**config.mk**
```make
export PLATFORM = sky130hd
export DESIGN_NAME = fp_zero_detect_pipe_flat
export DESIGN_NICKNAME = d
export VERILOG_FILES = /design/src/rtl/fp_pkg.sv /design/src/rtl/fp_zero_detect_pipe_if.sv /design/src/rtl/fp_operand_classify.sv /design/src/rtl/fp_zero_detect_pipe.sv /design/src/flat_wrapper.sv
export SDC_FILE = /design/constraint.sdc
export NUM_CORES = 1
export LEC_CHECK = 0
export BUFFER_PORTS_ARGS = -buffer_cell sky130_fd_sc_hd__buf_2
export CAP_MARGIN = 10
export CORE_UTILIZATION = 46
export DETAILED_ROUTE_END_ITERATION = 10
export PLACE_DENSITY = 0.73
export SLEW_MARGIN = 20
export SYNTH_ARGS = -nofsm -noshare
export SYNTH_HDL_FRONTEND = slang
export SYNTH_HIERARCHICAL = 1
export SYNTH_SLANG_ARGS = --single-unit
```
**constraint.sdc**
```tcl
create_clock -name clk -period 1.55 [get_ports clk]
set_input_delay 0.0775 -clock clk [delete_from_list [all_inputs] [get_ports clk]]
set_output_delay 0.0775 -clock clk [all_outputs]
set_load 0.02 [all_outputs]
```
**src/rtl/fp_pkg.sv**
```systemverilog
// rtl/fp_pkg.sv - shared widths and exponent helpers for the fp zero-detect pipe
package fp_pkg;

    localparam int DEF_EXP_W  = 4;
    localparam int DEF_MANT_W = 5;
    localparam int DEF_CNT_W  = 8;

    // All-ones pattern of the low w bits; marks inf/NaN exponents.
    function automatic logic [31:0] exp_all_ones(input int w);
        return 32'((64'd1 << w) - 64'd1);
    endfunction

endpackage

```
**src/rtl/fp_zero_detect_pipe_if.sv**
```systemverilog
// rtl/fp_zero_detect_pipe_if.sv - operand/flag handshake bundle for fp_zero_detect_pipe
interface fp_zero_detect_pipe_if #(
    parameter int EXP_W  = fp_pkg::DEF_EXP_W,
    parameter int MANT_W = fp_pkg::DEF_MANT_W,
    parameter int CNT_W  = fp_pkg::DEF_CNT_W
);
    logic              in_valid;
    logic              in_ready;
    logic              sign_a;
    logic              sign_b;
    logic              funct;
    logic [EXP_W-1:0]  exp_a;
    logic [EXP_W-1:0]  exp_b;
    logic [MANT_W-1:0] mant_a;
    logic [MANT_W-1:0] mant_b;
    logic              out_valid;
    logic              out_ready;
    logic              zero;
    logic              eff_sub;
    logic              a_is_zero;
    logic              b_is_zero;
    logic              special;
    logic              clr_count;
    logic [CNT_W-1:0]  zero_count;

    modport master (
        output in_valid, sign_a, sign_b, funct, exp_a, exp_b, mant_a, mant_b,
        output out_ready, clr_count,
        input  in_ready, out_valid, zero, eff_sub, a_is_zero, b_is_zero, special,
        input  zero_count
    );

    modport slave (
        input  in_valid, sign_a, sign_b, funct, exp_a, exp_b, mant_a, mant_b,
        input  out_ready, clr_count,
        output in_ready, out_valid, zero, eff_sub, a_is_zero, b_is_zero, special,
        output zero_count
    );

endinterface

```
**src/rtl/fp_operand_classify.sv**
```systemverilog
// rtl/fp_operand_classify.sv - flags one operand as zero or inf/NaN
module fp_operand_classify
    import fp_pkg::*;
#(
    parameter int EXP_W  = DEF_EXP_W,
    parameter int MANT_W = DEF_MANT_W
) (
    input  logic [EXP_W-1:0]  exp_field,
    input  logic [MANT_W-1:0] mant_field,
    output logic              is_zero,
    output logic              is_special
);

    localparam logic [EXP_W-1:0] EXP_ONES = EXP_W'(exp_all_ones(EXP_W));

    assign is_zero    = (exp_field == '0) && (mant_field == '0);
    assign is_special = (exp_field == EXP_ONES);

endmodule

```
**src/rtl/fp_zero_detect_pipe.sv**
```systemverilog
// rtl/fp_zero_detect_pipe.sv - two-stage exact-zero predictor for fp add/sub with result counter
module fp_zero_detect_pipe
    import fp_pkg::*;
#(
    parameter int EXP_W  = DEF_EXP_W,
    parameter int MANT_W = DEF_MANT_W,
    parameter int CNT_W  = DEF_CNT_W
) (
    input  logic                 clk,
    input  logic                 rst,
    fp_zero_detect_pipe_if.slave bus
);

    localparam logic [CNT_W-1:0] CNT_MAX = '1;

    logic a_zero, b_zero, a_special, b_special;

    fp_operand_classify #(.EXP_W(EXP_W), .MANT_W(MANT_W)) u_cls_a (
        .exp_field  (bus.exp_a),
        .mant_field (bus.mant_a),
        .is_zero    (a_zero),
        .is_special (a_special)
    );

    fp_operand_classify #(.EXP_W(EXP_W), .MANT_W(MANT_W)) u_cls_b (
        .exp_field  (bus.exp_b),
        .mant_field (bus.mant_b),
        .is_zero    (b_zero),
        .is_special (b_special)
    );

    logic s1_valid, s1_a_zero, s1_b_zero, s1_special, s1_eff_sub, s1_match;
    logic adv2, adv1, out_xfer;

    // No skid buffer: backpressure ripples straight through to in_ready.
    assign adv2         = !bus.out_valid || bus.out_ready;
    assign adv1         = !s1_valid || adv2;
    assign bus.in_ready = adv1;
    assign out_xfer     = bus.out_valid && bus.out_ready;

    always_ff @(posedge clk) begin
        if (rst) begin
            s1_valid   <= 1'b0;
            s1_a_zero  <= 1'b0;
            s1_b_zero  <= 1'b0;
            s1_special <= 1'b0;
            s1_eff_sub <= 1'b0;
            s1_match   <= 1'b0;
        end else if (adv1) begin
            s1_valid   <= bus.in_valid;
            s1_a_zero  <= a_zero;
            s1_b_zero  <= b_zero;
            s1_special <= a_special || b_special;
            s1_eff_sub <= bus.sign_a ^ bus.sign_b ^ bus.funct;
            s1_match   <= (bus.exp_a == bus.exp_b) && (bus.mant_a == bus.mant_b);
        end
    end

    always_ff @(posedge clk) begin
        if (rst) begin
            bus.out_valid <= 1'b0;
            bus.zero      <= 1'b0;
            bus.eff_sub   <= 1'b0;
            bus.a_is_zero <= 1'b0;
            bus.b_is_zero <= 1'b0;
            bus.special   <= 1'b0;
        end else if (adv2) begin
            bus.out_valid <= s1_valid;
            // Equal magnitudes cancel only under effective subtraction; 0 +/- 0 is always zero.
            bus.zero      <= !s1_special && ((s1_a_zero && s1_b_zero) || (s1_eff_sub && s1_match));
            bus.eff_sub   <= s1_eff_sub;
            bus.a_is_zero <= s1_a_zero;
            bus.b_is_zero <= s1_b_zero;
            bus.special   <= s1_special;
        end
    end

    always_ff @(posedge clk) begin
        if (rst || bus.clr_count) begin
            bus.zero_count <= '0;
        end else if (out_xfer && bus.zero && (bus.zero_count != CNT_MAX)) begin
            bus.zero_count <= bus.zero_count + CNT_W'(1);
        end
    end

endmodule

```
**src/flat_wrapper.sv**
```systemverilog
// flat-port wrapper written by rule: the top's interface ports become plain ports
module fp_zero_detect_pipe_flat import fp_pkg::*;
#(
    parameter int EXP_W  = DEF_EXP_W,
    parameter int MANT_W = DEF_MANT_W,
    parameter int CNT_W  = DEF_CNT_W
)
  (clk, rst, bus_in_valid, bus_sign_a, bus_sign_b, bus_funct, bus_exp_a, bus_exp_b, bus_mant_a, bus_mant_b, bus_out_ready, bus_clr_count, bus_in_ready, bus_out_valid, bus_zero, bus_eff_sub, bus_a_is_zero, bus_b_is_zero, bus_special, bus_zero_count);
  fp_zero_detect_pipe_if #(.EXP_W(EXP_W), .MANT_W(MANT_W), .CNT_W(CNT_W)) bus_i ();
  input  logic clk;
  input  logic rst;
  input wire logic [$bits(bus_i.in_valid)-1:0] bus_in_valid;
  input wire logic [$bits(bus_i.sign_a)-1:0] bus_sign_a;
  input wire logic [$bits(bus_i.sign_b)-1:0] bus_sign_b;
  input wire logic [$bits(bus_i.funct)-1:0] bus_funct;
  input wire logic [$bits(bus_i.exp_a)-1:0] bus_exp_a;
  input wire logic [$bits(bus_i.exp_b)-1:0] bus_exp_b;
  input wire logic [$bits(bus_i.mant_a)-1:0] bus_mant_a;
  input wire logic [$bits(bus_i.mant_b)-1:0] bus_mant_b;
  input wire logic [$bits(bus_i.out_ready)-1:0] bus_out_ready;
  input wire logic [$bits(bus_i.clr_count)-1:0] bus_clr_count;
  output wire logic [$bits(bus_i.in_ready)-1:0] bus_in_ready;
  output wire logic [$bits(bus_i.out_valid)-1:0] bus_out_valid;
  output wire logic [$bits(bus_i.zero)-1:0] bus_zero;
  output wire logic [$bits(bus_i.eff_sub)-1:0] bus_eff_sub;
  output wire logic [$bits(bus_i.a_is_zero)-1:0] bus_a_is_zero;
  output wire logic [$bits(bus_i.b_is_zero)-1:0] bus_b_is_zero;
  output wire logic [$bits(bus_i.special)-1:0] bus_special;
  output wire logic [$bits(bus_i.zero_count)-1:0] bus_zero_count;
  assign bus_i.in_valid = bus_in_valid;
  assign bus_i.sign_a = bus_sign_a;
  assign bus_i.sign_b = bus_sign_b;
  assign bus_i.funct = bus_funct;
  assign bus_i.exp_a = bus_exp_a;
  assign bus_i.exp_b = bus_exp_b;
  assign bus_i.mant_a = bus_mant_a;
  assign bus_i.mant_b = bus_mant_b;
  assign bus_i.out_ready = bus_out_ready;
  assign bus_i.clr_count = bus_clr_count;
  assign bus_in_ready = bus_i.in_ready;
  assign bus_out_valid = bus_i.out_valid;
  assign bus_zero = bus_i.zero;
  assign bus_eff_sub = bus_i.eff_sub;
  assign bus_a_is_zero = bus_i.a_is_zero;
  assign bus_b_is_zero = bus_i.b_is_zero;
  assign bus_special = bus_i.special;
  assign bus_zero_count = bus_i.zero_count;
  fp_zero_detect_pipe #(.EXP_W(EXP_W), .MANT_W(MANT_W), .CNT_W(CNT_W)) u_core (.clk(clk), .rst(rst), .bus(bus_i));
endmodule
```
# Word-level counts from Yosys, hierarchy flattened
# Cells that the tools add are included.
[word_totals]
reg_bits = 20
in_bits = 26
output_inout_bits = 15
elab_cells = 42
[classes]
n_addsub = 1
n_eq_ne = 5
bitwise = 2
n_reduce_logical = 21
[op_table]
columns = ["operator", "n"]
rows = [
  ["5-bit logical NOT", 2],
  ["1-bit logical AND", 9],
  ["8-bit by 1-bit adder with 8-bit output (second input constant)", 1],
  ["4-bit == test (second input constant)", 2],
  ["4-bit logical NOT", 2],
  ["8-bit inequality test (second input constant)", 1],
  ["5-bit == test", 1],
  ["1-bit logical OR", 5],
  ["4-bit == test", 1],
  ["1-bit logical NOT", 3],
  ["1-bit bitwise XOR", 2],
]

# Longest topological paths before layout
[depth]
ltp_word = 3
depth_mapped = 5
depth_no_buf = 5

# Cells and area by module
# Netlist, hierarchy kept.
[modules_own_cells]
columns = ["mod", "instances", "cells_per_inst", "area_per_inst_um2", "seq_area_each_um2"]
rows = [
  ["fp_zero_detect_pipe", 1, 105, 924.6, 400.4],
  ["fp_operand_classify", 2, 4, 35.0, 0.0],
]

# Worst setup path after synthesis
# Ideal clock, no wire load.
[synth_timing]
path_kind = "reg2reg"
start = "register u_core.bus.zero_count[0]"
end = "register u_core.bus.zero_count[5]"
setup_ps = 69
arrival_time_ps = 1438
required_ps = 1481
path_slack_ps = 43
stages_incl_launch_ff = 6
path_buffers = 0
synth_period_minus_slack_ps = 1507
path_cell_list = "dfxtp_1 ha_1 nand3_1 o211ai_2 or4_1 o21ai_1"
[synth_between]
elab_chain_len = 2
word_cells_on_any_way = 3
cone_classes = "add/sub: 1; eq/ne: 1; reduce/logical: 1"
[synth_rtl]
columns = ["element", "line_no", "rtl"]
rows = [
  ["from (decl)", "fp_zero_detect_pipe_if.sv:37", "output zero_count"],
  ["from (signal assigned)", "fp_zero_detect_pipe.sv:82", "bus.zero_count <= bus.zero_count + CNT_W'(1);"],
  ["parallel branches: the longest is 2 deep, another holds 8-bit by 1-bit adder with 8-bit output", "--", ""],
]
# Parallel ways; which one is timed is not known.
# A chain may end at the register's enable or synchronous reset.

# Worst setup path after layout
# Ends and elaborated chain as after synthesis.

==> results.md <==
* Remaining DRCs at 0
* Cell taking the most area after synthesis: dfxtp_1
* Net Switching at ~0.00022 W
* Setup ws final at 0.0955 ns
* Worst path buffer plus inverter count at 0
* Final Max Tran Viols at 0
* Core Rows at 16
* Vias post-DR at 965
* Clk_lat worst skew at ~0.30 ns
* PortBufs at 40
* Critical-path maximum fanout at 5
* Initial antenna violation count at 0
* Worst slew margin at between 80 and 90%
* Global route overflow at 0
* P_leak at 0.537 nW
* Post-Route WL at between 2 and 2.5 mm
* Clock share of power at 31.5%
* Crit-path cells: ha_1 -> nand3_2 -> o211ai_4 -> or4_1 -> o21ai_1
* Syn Std Cell Area at 995 um2
* Pre-CTS WS at approximately 0.052 ns
* Hold Crit Class: in2reg
* Post-synthesis register bit count at 20
* Final ANT Viol Nets at 0
* CTS buffer count at 3
* Die width at slightly below 50 um
* Area share of the leading cell type in the synthesized netlist at between 40% and 50%
* Vias/cell at 5.24
* Total track usage at slightly above 20%
* Die height at between 40 and 50 um
* Critical path capture point type: flop
* H-tree levels at 1
* Cells after Synth at 113
* # setup viols final at 0
* Detail Placement HPWL at about 1.7 mm
* Vias in the first global route at just under 900
* First-pass DRT Iterations at 4
* Post-route insts no fill at about 180
* Die area at 0.00235 mm2
* Skew final at roughly 0.0025 ns
* Register area share after synthesis at slightly above 40%
* Sequential share of power at between 50% and 60%
* Core area at approximately 0.0020 mm2
* Post-DR wirelength/cell at 11.7 um
* Fmax at ~700 MHz
* Syn avg cell area at roughly 8.8 um2
* Fin crit share at a little over nine tenths
* Fill cells at ~200
* Worst Path Required at ~1.8 ns
* Final min period at 1.45 ns
* Top post-synthesis cells by area: dfxtp_1 40%, xor2_1 7.0%, nor2_1 5.7%, xnor2_1 5.3%, mux2i_1 5.0%
* MaxCap Viol Count at 0
* Crit path DAT at ~1.7 ns
* Ys Warns at 6
* RSZ-0062 raised after global routing: false
* Synth unique cells at 29
* Comb pwr share at ~13%
* CTS Sinks at 20
* Crit start category: flop
* Worst Max-Slew Pin Slew at roughly 0.28 ns
* Cell count after placement at 180
* Internal at 0.000725 W
* Cts hold-fix bufs at 0
* # IOs at ~40
* Synth-to-Final Area Change at 29.6%
* Iter 0 DRT Violations at 29
* Delay-heaviest family, CP: simple AND/OR/NAND/NOR gates
* Critical path's largest stage delay at 0.48 ns
* Layout cells sized above 1 at 33.1%
* Global-route wire length before repair at approximately 3.7 mm
* Final Hold Fails at 0
* Critical path class: reg2reg
* Largest net degree at the start of global routing at 15
* Clk root buf: clkbuf_4
* Starting Density at between 40% and 50%
* Post-Synthesis Net Count at 140
* Setup TNS at 0 ns
* Final #Nets at between 150 and 200
* Peak supply drop at between 300 and 400 uV
* Status: complete, no violations
* Register clock-pin slew on the reported worst setup and hold paths at 0.11 ns
* GP Congestion at ~0.75
* Power Dens Cells at ~740 mW/mm2
* CTS max path bufs at 2
* # diodes at 0
* CTS tree: built
* Switching Share at 23.7%
* CP max stage cell: or4_1
## path summary, 6_finish.rpt
path	slack, ns	to	cells past startpoint	startpoint
worst max-delay path	0.1	u_core/bus.zero_count[5]	5	u_core/bus.zero_count[0]
worst min-delay path	0.01	u_core/s1_valid	3	bus_in_valid
worst max register to register	0.1	u_core/bus.zero_count[5]	5	u_core/bus.zero_count[0]
worst min register to register	0.49	u_core/s1_a_zero	2	u_core/s1_a_zero
## layer usage
metal / global-route usage (%) / wire (um)
met3: 3.14 / 141
met2: 35.4 / 1060
met4: 10.3 / 17
met5: 0 / 0
met1: 24.4 / 938
## power by group through the flow
stage / Clock (W) / Combinational [W] / Sequential (W)
floorplan: 0 / 0.0000547 / 0.000545
global placement: 0 / 0.000117 / 0.000542
detailed placement: 0 / 0.000120 / 0.000542
CTS: 0.000306 / 0.000120 / 0.000531
global route: 0.000336 / 0.000133 / 0.000533
finish: 0.000300 / 0.000120 / 0.000531
## flip-flops by register name, summed over array words and instances, names as in the netlist
signal,flops
u_core/s1_valid,1
u_core/bus.a_is_zero,1
u_core/s1_eff_sub,1
u_core/bus.eff_sub,1
u_core/bus.b_is_zero,1
u_core/bus.special,1
u_core/bus.zero,1
u_core/bus.zero_count,8
u_core/s1_match,1
u_core/bus.out_valid,1
u_core/s1_b_zero,1
u_core/s1_a_zero,1
u_core/s1_special,1
## cells by family after synthesis
family / count (synthesis) / synth area share (%)
fa+ha+maj: 1 / 1.26
flops: 20 / 40.3
xor+xnor: 14 / 12.3
compound gates: 17 / 10.7
buf+inv: 4 / 1.89
simple gates: 52 / 28.6
mux: 5 / 5.03
## cell type report
type	instances	area, um2	share of cell area [%]
well taps	27	33.8	2.62
clock buffers	4	36.3	2.82
multi-input cells	89	592	45.9
flip-flops and latches	20	400	31.1
repair buffers	43	223	17.3
inverters	1	3.75	0.291
## cell usage in the layout (no fill, tap or decap), types with 2 or more instances in the layout
cell      count
o211ai_1      2
o21ai_1       3
mux2i_1       5
or4_1         4
a21oi_1       6
and3_1        2
nor2b_1       2
dfxtp_1      20
and4_1        2
or3_1         2
clkbuf_4      3
a31oi_1       2
nand2_1       7
or2_0         2
buf_4         3
xnor2_1       6
nand3_1       5
nand4_1       3
nor3_1        2
nor2_1       15
xor2_1        8
buf_2        40
nor4_2        2
## tightest hold or removal path: stages
cell     delay (ns)
buf_2          0.07
a21oi_1        0.03
nor2_1         0.09
## stage by stage
stage / instance area, um2 / hold slack (ns) / util [%] / power (W)
floorplan: 995 / 0.147 / - / 0.000600
global placement: 1240 / 0.283 / 61.8 / 0.000659
detailed placement: 1240 / 0.326 / 61.8 / 0.000662
CTS: 1270 / 0.0105 / 63.6 / 0.000957
global route: 1290 / 0.0144 / 64.4 / 0.00100
finish: 1290 / 0.00998 / 64.4 / 0.000950
## timing repair
item,CTS,global route
setup endpoints to repair,0,4
resized for setup,0,3
buffers inserted,0,0
## synthesized netlist by cell type (all sizes together)
master  count
buf         3
nand3       6
xor2        8
nor2       15
o21ai       4
and3        2
o32ai       1
nand4       3
a31oi       2
mux2i       5
nor3        2
nor4        3
or2         2
dfxtp      20
a21oi       6
inv         1
a22oi       1
ha          1
o211ai      3
nor4bb      1
or4         4
xnor2       6
and4        2
nor2b       2
nand2       8
or3         2
(Power assumes the default switching activity.)
